<file path="src/rtl/aes_subbytes_ctrl.sv">
// aes_subbytes_ctrl
//   Sequences a 2-share masked AES state, one byte per cycle, through an
//   external pipelined 2-share S-box. It then reassembles the substituted
//   shares and supplies fresh mask randomness from a 32-bit Galois LFSR.
//
// Ports
//   clock, resetn           rising-edge clock, async active-low reset
//   start                   begin an operation (sampled in IDLE only)
//   state_in0/1   [127:0]   input shares, byte 0 = [127:120]
//   seed_load, seed[31:0]   load LFSR seed (IDLE only, zero -> 1)
//   sbox_in0/1    [7:0]     byte shares to S-box (zero outside FEED)
//   mask_out      [15:0]    LFSR low half, to S-box mask_in
//   sbox_out0/1   [7:0]     S-box result shares, SBOX_LAT cycles later
//   busy                    high from the start edge until done
//   done                    one-cycle pulse, state_out0/1 complete
//   state_out0/1  [127:0]   substituted shares, held until next done
//
// Share 0 and share 1 live in separate registers throughout. No logic
// combines them.
module aes_subbytes_ctrl #(
  parameter int SBOX_LAT = 5
) (
  input  logic         clock,
  input  logic         resetn,
  input  logic         start,
  input  logic [127:0] state_in0,
  input  logic [127:0] state_in1,
  input  logic         seed_load,
  input  logic [31:0]  seed,
  output logic [7:0]   sbox_in0,
  output logic [7:0]   sbox_in1,
  output logic [15:0]  mask_out,
  input  logic [7:0]   sbox_out0,
  input  logic [7:0]   sbox_out1,
  output logic         busy,
  output logic         done,
  output logic [127:0] state_out0,
  output logic [127:0] state_out1
);

  localparam logic [31:0] LFSR_POLY = 32'h80200003;

  typedef enum logic [1:0] {IDLE, FEED, DRAIN} state_t;

  state_t              state_q;
  logic [3:0]          feed_cnt_q;
  logic [3:0]          cap_cnt_q;
  logic [127:0]        sh0_q, sh1_q;     // input shares, shifted left per byte
  logic [127:0]        acc0_q, acc1_q;   // results gathered during an op
  logic [127:0]        out0_q, out1_q;   // published results
  logic [SBOX_LAT-1:0] vld_pipe_q;       // one bit per byte in the S-box
  logic                busy_q, done_q;
  logic [31:0]         lfsr_q, lfsr_d;
  logic                issue, cap;

  // Both shifters fill with zeros, so they are already empty once the
  // 16th byte has gone out. That empty state is the idle-zero drive.
  assign sbox_in0   = sh0_q[127:120];
  assign sbox_in1   = sh1_q[127:120];
  assign mask_out   = lfsr_q[15:0];
  assign busy       = busy_q;
  assign done       = done_q;
  assign state_out0 = out0_q;
  assign state_out1 = out1_q;

  assign issue = (state_q == FEED);
  assign cap   = vld_pipe_q[SBOX_LAT-1];

  always_ff @(posedge clock or negedge resetn) begin
    if (!resetn) begin
      state_q    <= IDLE;
      feed_cnt_q <= '0;
      cap_cnt_q  <= '0;
      sh0_q      <= '0;
      sh1_q      <= '0;
      acc0_q     <= '0;
      acc1_q     <= '0;
      out0_q     <= '0;
      out1_q     <= '0;
      vld_pipe_q <= '0;
      busy_q     <= 1'b0;
      done_q     <= 1'b0;
    end else begin
      done_q        <= 1'b0;
      vld_pipe_q[0] <= issue;
      for (int i = 1; i < SBOX_LAT; i++) vld_pipe_q[i] <= vld_pipe_q[i-1];

      // The oldest valid bit marks an S-box result for the next byte in
      // issue order, so the results shift in behind one another.
      if (cap) begin
        acc0_q    <= {acc0_q[119:0], sbox_out0};
        acc1_q    <= {acc1_q[119:0], sbox_out1};
        cap_cnt_q <= cap_cnt_q + 4'd1;
        if (cap_cnt_q == 4'd15) begin
          out0_q  <= {acc0_q[119:0], sbox_out0};
          out1_q  <= {acc1_q[119:0], sbox_out1};
          done_q  <= 1'b1;
          busy_q  <= 1'b0;
          state_q <= IDLE;
        end
      end

      case (state_q)
        IDLE: begin
          if (start) begin
            sh0_q      <= state_in0;
            sh1_q      <= state_in1;
            feed_cnt_q <= '0;
            cap_cnt_q  <= '0;
            busy_q     <= 1'b1;
            state_q    <= FEED;
          end
        end
        FEED: begin
          sh0_q      <= {sh0_q[119:0], 8'h00};
          sh1_q      <= {sh1_q[119:0], 8'h00};
          feed_cnt_q <= feed_cnt_q + 4'd1;
          if (feed_cnt_q == 4'd15) state_q <= DRAIN;
        end
        default: ;  // DRAIN leaves through the final capture above
      endcase
    end
  end

  // Right-shift Galois LFSR. It free-runs except on a seed load in IDLE.
  always_comb begin
    lfsr_d = {1'b0, lfsr_q[31:1]} ^ (lfsr_q[0] ? LFSR_POLY : 32'h0);
    if (seed_load && state_q == IDLE)
      lfsr_d = (seed == 32'h0) ? 32'h00000001 : seed;
  end

  always_ff @(posedge clock or negedge resetn) begin
    if (!resetn) lfsr_q <= 32'h00000001;
    else         lfsr_q <= lfsr_d;
  end

endmodule

</file>
<file path="config.mk">
export PLATFORM = sky130hd
export DESIGN_NAME = aes_subbytes_ctrl
export DESIGN_NICKNAME = d
export VERILOG_FILES = /design/src/rtl/aes_subbytes_ctrl.sv
export SDC_FILE = /design/constraint.sdc
export NUM_CORES = 1
export LEC_CHECK = 0
export CAP_MARGIN = 10
export CORE_ASPECT_RATIO = 1.75
export CORE_MARGIN = 4
export CORE_UTILIZATION = 35
export CTS_CLUSTER_SIZE = 10
export DETAILED_ROUTE_END_ITERATION = 12
export PLACE_DENSITY_LB_ADDON = 0.08
export REMOVE_ABC_BUFFERS = 1
export SLEW_MARGIN = 20
export SYNTH_ARGS = -nofsm -noshare
export SYNTH_HDL_FRONTEND = slang
export SYNTH_SLANG_ARGS = --single-unit
</file>
<file path="constraint.sdc">
create_clock -name clock -period 2.9 [get_ports clock]
set_input_delay 0.58 -clock clock [delete_from_list [all_inputs] [get_ports clock]]
set_output_delay 0.58 -clock clock [all_outputs]
set_load 0.05 [all_outputs]
</file>
==> reports/results.md, run 1 <==
• run status: finished, final reports clean
• antenna-violating nets left: 0
• number of nets in the layout: 3,712
• Avg WL per Cell: 19.3 microns
• fraction of layout cells with a size suffix above 1: 12.3%
• count of buffers from port buffering: 597
• number of remaining DRC errors: 0
• # IOs: 598
• via count: 22,099
• TritonCTS clock tree: built
• max incr delay on CP: 0.84 ns
• clock network power share: 35.3%
• die span in y: 402 microns
• final hold viol count: 0
• remaining global-route overflow: 0
• setup repair after global routing missed its margin: false
• part of the cycle the worst path needs: 92.3%
• deepest level of the CTS H-tree: 3
• Worst-Skew Late Latency: 0.66 ns
• part of the Yosys area used for sequential elements: 64.7%
• mean instance size in the synthesized netlist: 10.8 sq um
• critical path peak fanout: 5
• instance count of the mapped netlist: 2,870
• final count of negative-setup-slack endpoints: 0
• max_slew headroom: 48.3%
• number of max-slew violations in the final report: 0
• type of the worst min-delay path: register to register
• cell class contributing the biggest share of worst-path delay: buffers and inverters
• floorplan die area: 93,600 sq um
• via count of the first global-routing pass: 23,331
• wirelength, routed: 88,800 microns
• switching power share of the total: 27.6%
• number of buffers on the longest clock path: 3
• Die Width: 233 microns
• initial detailed-routing violation count: 1,216
• average via count per standard cell: 4.81
• required time of the worst setup path: 2.32 ns
• finished layout cell area: 40,500 sq um
• worst path bufs/invs: 1
• synthesis-stage register bit count: 801
• TritonRoute pass-1 iters: 7
• cell area after synthesis: 31,000 sq um
• clk root buf: clkbuf_16
• Fin Clk Skew: 0.0304 ns
• growth of design area from synthesis to finish: 30.7%
• DP Area: 38,000 sq um
• Leakage: 0.0190 uW
• Worst Setup Path Type: register to output port
• final critical path time including I/O delays and setup: 2.68 ns
• CP Depth: 1
• cell breakdown of the critical path: clkdlybuf4s50_1
• initial antenna violation count: 17
• Min-Delay Path Depth: 0
• area of combinational cells with multiple inputs: 9880 sq um
• clock slew seen by the registers of the worst setup and hold paths: 0.06 ns
• Placed Cells incl. Taps: 4,477
• global-route wire length before repair: 139,000 microns
• post-synth cell types: 31
• Slew @ Worst Pin: 0.775 ns
• cts bufs inserted: 90
• DPL Wire Length: 61,100 microns
• arrival time at the worst endpoint: 2.10 ns
• total of fill cells in the finished design: 8,373
• internal power component: 20,700 uW
• Site Rows: 144
• weighted congestion at the end of routability-driven global placement: 0.836
• maximum number of pins on one net before global-route repair: 163
• share of power burned in registers: 50.1%
• placeable core region: 87,900 sq um
• kind of start point of the critical path: register
• maximum clock frequency: 374 MHz
• sequential cell area in the final layout: 20,000 sq um
• initial core utilization: 35.2%
• total power divided by cell area: 705 nW/um^2
• Gate power share: 14.6%
• number of cells on the worst reg-to-reg path: 6
• # clock sinks: 801
• maximum ir drop on the vdd rail: 0.000479 V
• global-route usage over all layers: 18.9%
• Post CTS Setup Buffer Count: 0
• final cell count without fillers: 4,599
• cell at the slowest stage of the critical path: clkdlybuf4s50_1
• Psw: 7890 uW
• count of yosys warnings during synthesis: 0
• type of destination of the critical path: output port
• maxcap violations: 0
[metal layers]
metal | global-route usage [%] | wire, microns | up-vias | part of all wire (%)
met3 | 5.57 | 6610 | 129 | 7.4
met5 | 0 | 125 | - | 0.14
met1 | 23.2 | 36000 | 10870 | 41
met4 | 6.85 | 2350 | 18 | 2.6
li1 | - | - | 10454 | -
met2 | 31.4 | 43700 | 628 | 49
[state kept, by name, summed over array words and instances (netlist names)]
name and cells:
feed_cnt_q 4, state_out1 128, done 1, state_out0 128, sh0_q 128, acc0_q 120, vld_pipe_q 5, cap_cnt_q 4
state_q 2, acc1_q 120, sh1_q 128, busy 1, lfsr_q 32
[cells in the final DEF, fill, tap and decap left out, drive strengths merged]
cell,count
o21ba,1
o21bai,1
nor4,8
dfstp,1
nand2,827
nor2,472
mux2,270
diode,8
xor2,3
dfrtp,800
buf,47
mux2i,1
ha,2
a22oi,7
nor3b,1
clkdlybuf4s50,596
inv,5
xnor2,3
and2,1
nand3,2
clkbuf,106
o22ai,233
clkinv,4
nand4,5
o21ai,24
nand2b,1
o211ai,1
dlygate4sd3,1
[stage by stage]
| stage | setup WS, ns | TNS [ns] | utilization [%] | power, uW | hold slack, ns |
|---|---|---|---|---|---|
| floorplan | -17.62 | -6010.64 | - | 16800 | 0.284 |
| global placement | 0.651 | 0 | 43.2 | 18500 | 0.335 |
| detailed placement | 0.634 | 0 | 43.2 | 18700 | 0.335 |
| CTS | 0.144 | 0 | 46.0 | 29100 | 0.349 |
| global route | 0.140 | 0 | 46.0 | 30100 | 0.364 |
| finish | 0.223 | 0 | 46.1 | 28600 | 0.347 |
[Yosys cell counts (all sizes together)]
library cell | n | area (sq um)
o211ai | 1 | 7.51
dfrtp | 800 | 20000
buf | 154 | 890
nor2 | 472 | 1770
clkbuf | 50 | 188
o21bai | 1 | 7.51
nor3b | 1 | 18.8
nand4 | 5 | 31.3
ha | 2 | 25.0
nor4 | 8 | 50.1
inv | 1 | 3.75
mux2 | 270 | 3120
xnor2 | 3 | 26.3
mux2i | 1 | 10.0
a22oi | 7 | 52.6
o22ai | 233 | 1460
nand2 | 827 | 3100
nand3 | 2 | 10.0
clkinv | 1 | 3.75
xor2 | 3 | 26.3
dfstp | 1 | 26.3
o21ai | 24 | 120
o21ba | 1 | 10.0
and2 | 1 | 6.26
nand2b | 1 | 6.26
[cell families after synthesis]
family,after synthesis,share of synthesized area (%)
flops,801,64.7
xor+xnor,6,0.170
mux,271,10.1
fa+ha+maj,2,0.0807
compound gates,267,5.34
simple gates,1317,16.1
buf+inv,206,3.50
[timing repair]
action / CTS / global route
resized for setup: 0 / 0
hold endpoints to repair: 37 / 0
hold buffers: 1 / 0
[worst paths after layout]
path	from	endpoint	slack, ns
worst max-delay path	lfsr_q[0]$_DFF_PN1_	mask_out[0]	0.22
worst min-delay path	vld_pipe_q[1]$_DFF_PN0_	vld_pipe_q[2]$_DFF_PN0_	0.35
worst max register to register	cap_cnt_q[0]$_DFF_PN0_	state_out1[16]$_DFFE_PN0P_	0.76
worst min register to register	vld_pipe_q[1]$_DFF_PN0_	vld_pipe_q[2]$_DFF_PN0_	0.35
max in group asynchronous	resetn	state_out1[53]$_DFFE_PN0P_	1.43
min in group asynchronous	resetn	sh0_q[117]$_DFFE_PN0P_	0.51
[area by class of cell]
type / count / area share, %
Tap cell: 1168 / 3.61
Inverter: 2 / 0.0371
Timing Repair Buffer: 644 / 16.3
Clock buffer: 106 / 5.79
Antenna cell: 8 / 0.0494
Sequential cell: 801 / 49.5
Clock inverter: 7 / 0.287
Multi-Input combinational cell: 1863 / 24.4
[power groups by stage]
stage	Sequential, uW	Combinational [uW]	Clock (uW)
final	14300	4170	10100
after global routing	14500	4650	10900
after CTS	14300	4240	10500
after detailed placement	14500	4230	0
after global placement	14400	4120	0
after floorplan	14900	1870	0
(Power assumes the default switching activity.)
==> inputs of run 2 (changes only) <==
- MAX_ROUTING_LAYER: not set -> met4
==> run 2 against run 1 <==
Power shrank 0.43%. Via count decreased by 0.35%. Clock-buffer cell count shrank 1. Cell area shrank 0.15%. Sequential power barely moved. Utilization fell by 0.071 points. First-iteration DRC count increased by 0.90%. Register-to-register slack got worse by 0.08 ns. Clock power about the same. Final cell count barely moved. Wire length down 0.41%.
==> reports/results.md, run 2 (synthesized netlist as in run 1, its figures left out) <==
• run status: finished, final reports clean
• average via count per standard cell: 4.79
• weighted congestion at the end of routability-driven global placement: 0.837
• Slew @ Worst Pin: 0.787 ns
• maximum ir drop on the vdd rail: 0.000471 V
• Worst-Skew Late Latency: 0.65 ns
• TritonRoute pass-1 iters: 5
• number of resized instances in the post-cts repair step: 0
• # IOs: 598
• Leakage: 0.0190 uW
• busiest metal layer after global routing: met2
• most frequent standard cell in the layout excluding fill and tap cells: nand2_1
• # clock sinks: 801
• Worst Hold Slack: 0.348 ns
• Site Rows: 144
• type of destination of the critical path: output port
• initial core utilization: 35.2%
• Final TNS setup: 0 ns
• part of the cycle the worst path needs: 91.5%
• clock slew seen by the registers of the worst setup and hold paths: 0.05 ns
• floorplan die area: 93,600 sq um
• arrival time at the worst endpoint: 2.07 ns
• die span in y: 402 microns
• maximum number of pins on one net before global-route repair: 166
• global-route usage over all layers: 19.3%
• final critical path time including I/O delays and setup: 2.65 ns
• final hold viol count: 0
• remaining global-route overflow: 0
• cell breakdown of the critical path: clkdlybuf4s50_1
• max incr delay on CP: 0.83 ns
• type of the worst min-delay path: register to register
• placeable core region: 87,900 sq um
• met3 demand-to-capacity share in global routing: 5.15%
• Worst Setup Path Type: register to output port
• Pwr Total: 28,400 uW
• antenna-violating nets left: 0
• wirelength, routed: 88,400 microns
• cell class contributing the biggest share of worst-path delay: buffers and inverters
• global-route track usage on met1: 23.3%
• setup slack on the worst flop-to-flop path: 0.68 ns
• setup repair after global routing missed its margin: false
• Avg WL per Cell: 19.2 microns
• Fin Clk Skew: 0.0188 ns
• clk root buf: clkbuf_16
• deepest level of the CTS H-tree: 3
• fraction of layout cells with a size suffix above 1: 12.1%
• cts bufs inserted: 90
• number of remaining DRC errors: 0
• critical path peak fanout: 5
• required time of the worst setup path: 2.32 ns
• total power divided by cell area: 704 nW/um^2
• final count of negative-setup-slack endpoints: 0
• growth of design area from synthesis to finish: 30.5%
• initial detailed-routing violation count: 1,227
• maxcap violations: 0
• kind of start point of the critical path: register
• number of buffers on the longest clock path: 3
• initial antenna violation count: 15
• Die Width: 233 microns
• cell at the slowest stage of the critical path: clkdlybuf4s50_1
• DPL Wire Length: 60,600 microns
• global-route met2 utilization: 31.0%
• worst path bufs/invs: 1
• via count: 22,022
• number of nets in the layout: 3,707
• leading cell types in the layout, fill and taps excluded: nand2_1 (826), dfrtp_1 (799), clkdlybuf4s50_1 (596), nor2_1 (471), mux2_2 (244)
• maximum clock frequency: 377 MHz
• TritonCTS clock tree: built
• global-route wire length before repair: 137,000 microns
• max_slew headroom: 47.6%
• number of max-slew violations in the final report: 0
• via count of the first global-routing pass: 23,156
• count of buffers from port buffering: 597
==> run 2: cell types whose count changed in the layout (fill, tap and decap cells not counted), sizes merged <==
cell,before,now
clkinv,4,3
clkbuf,106,105
diode,8,17
buf,47,42
==> run 2: what timing repair did <==
action                    in CTS  in global routing
hold endpoints to repair      31                  0
hold buffers                   1                  0
buffers inserted               0                  0
==> run 2: report_power, final <==
| part | switching (uW) | internal [uW] | total, uW |
|---|---|---|---|
| registers | 1200 | 13100 | 14300 |
| clock network | 4340 | 5650 | 9990 |
| logic | 2240 | 1900 | 4150 |
==> run 2: layout make-up <==
type                       instances  area, sq um
multi-input combinational       1863         9880
tap                             1168         1460
sequential                       801        20000
clock inverter                     6         75.1
timing repair buffer             639         6560
inverter                           2         15.0
fill                            8430        47500
antenna                           17         42.5
clock buffer                     105         2350
==> run 2: final timing paths <==
kind | start | endpoint | cells past startpoint
worst min-delay path | vld_pipe_q[0]$_DFF_PN0_ | vld_pipe_q[1]$_DFF_PN0_ | 0
worst max register to register | state_q[0]$_DFF_PN0_ | lfsr_q[31]$_DFF_PN0_ | 4
max in group asynchronous | resetn | acc1_q[112]$_DFFE_PN0P_ | 3
min in group asynchronous | resetn | sh1_q[119]$_DFFE_PN0P_ | 2
worst min register to register | vld_pipe_q[0]$_DFF_PN0_ | vld_pipe_q[1]$_DFF_PN0_ | 0
worst max-delay path | lfsr_q[0]$_DFF_PN1_ | mask_out[0] | 1
==> run 2: layer usage <==
metal  vias up  wire length (microns)
met4         0                   2470
li1      10458                      -
met1     10844                  36000
met2       598                  43700
met3       122                   6210
met5         -                      0
==> run 2: stage by stage <==
| stage | util, % | instance area (sq um) | setup slack, ns | instances |
|---|---|---|---|---|
| 6_report | 46.0 | 40400 | 0.248 | 4601 |
| 5_1_grt | 46.0 | 40400 | 0.168 | 4598 |
| 4_1_cts | 45.9 | 40400 | 0.152 | 4584 |
| 3_5_place_dp | 43.2 | 38000 | 0.661 | 4472 |
| 3_3_place_gp | 43.2 | 38000 | 0.677 | 4472 |
| 2_1_floorplan | - | 29900 | -17.62 | 2666 |
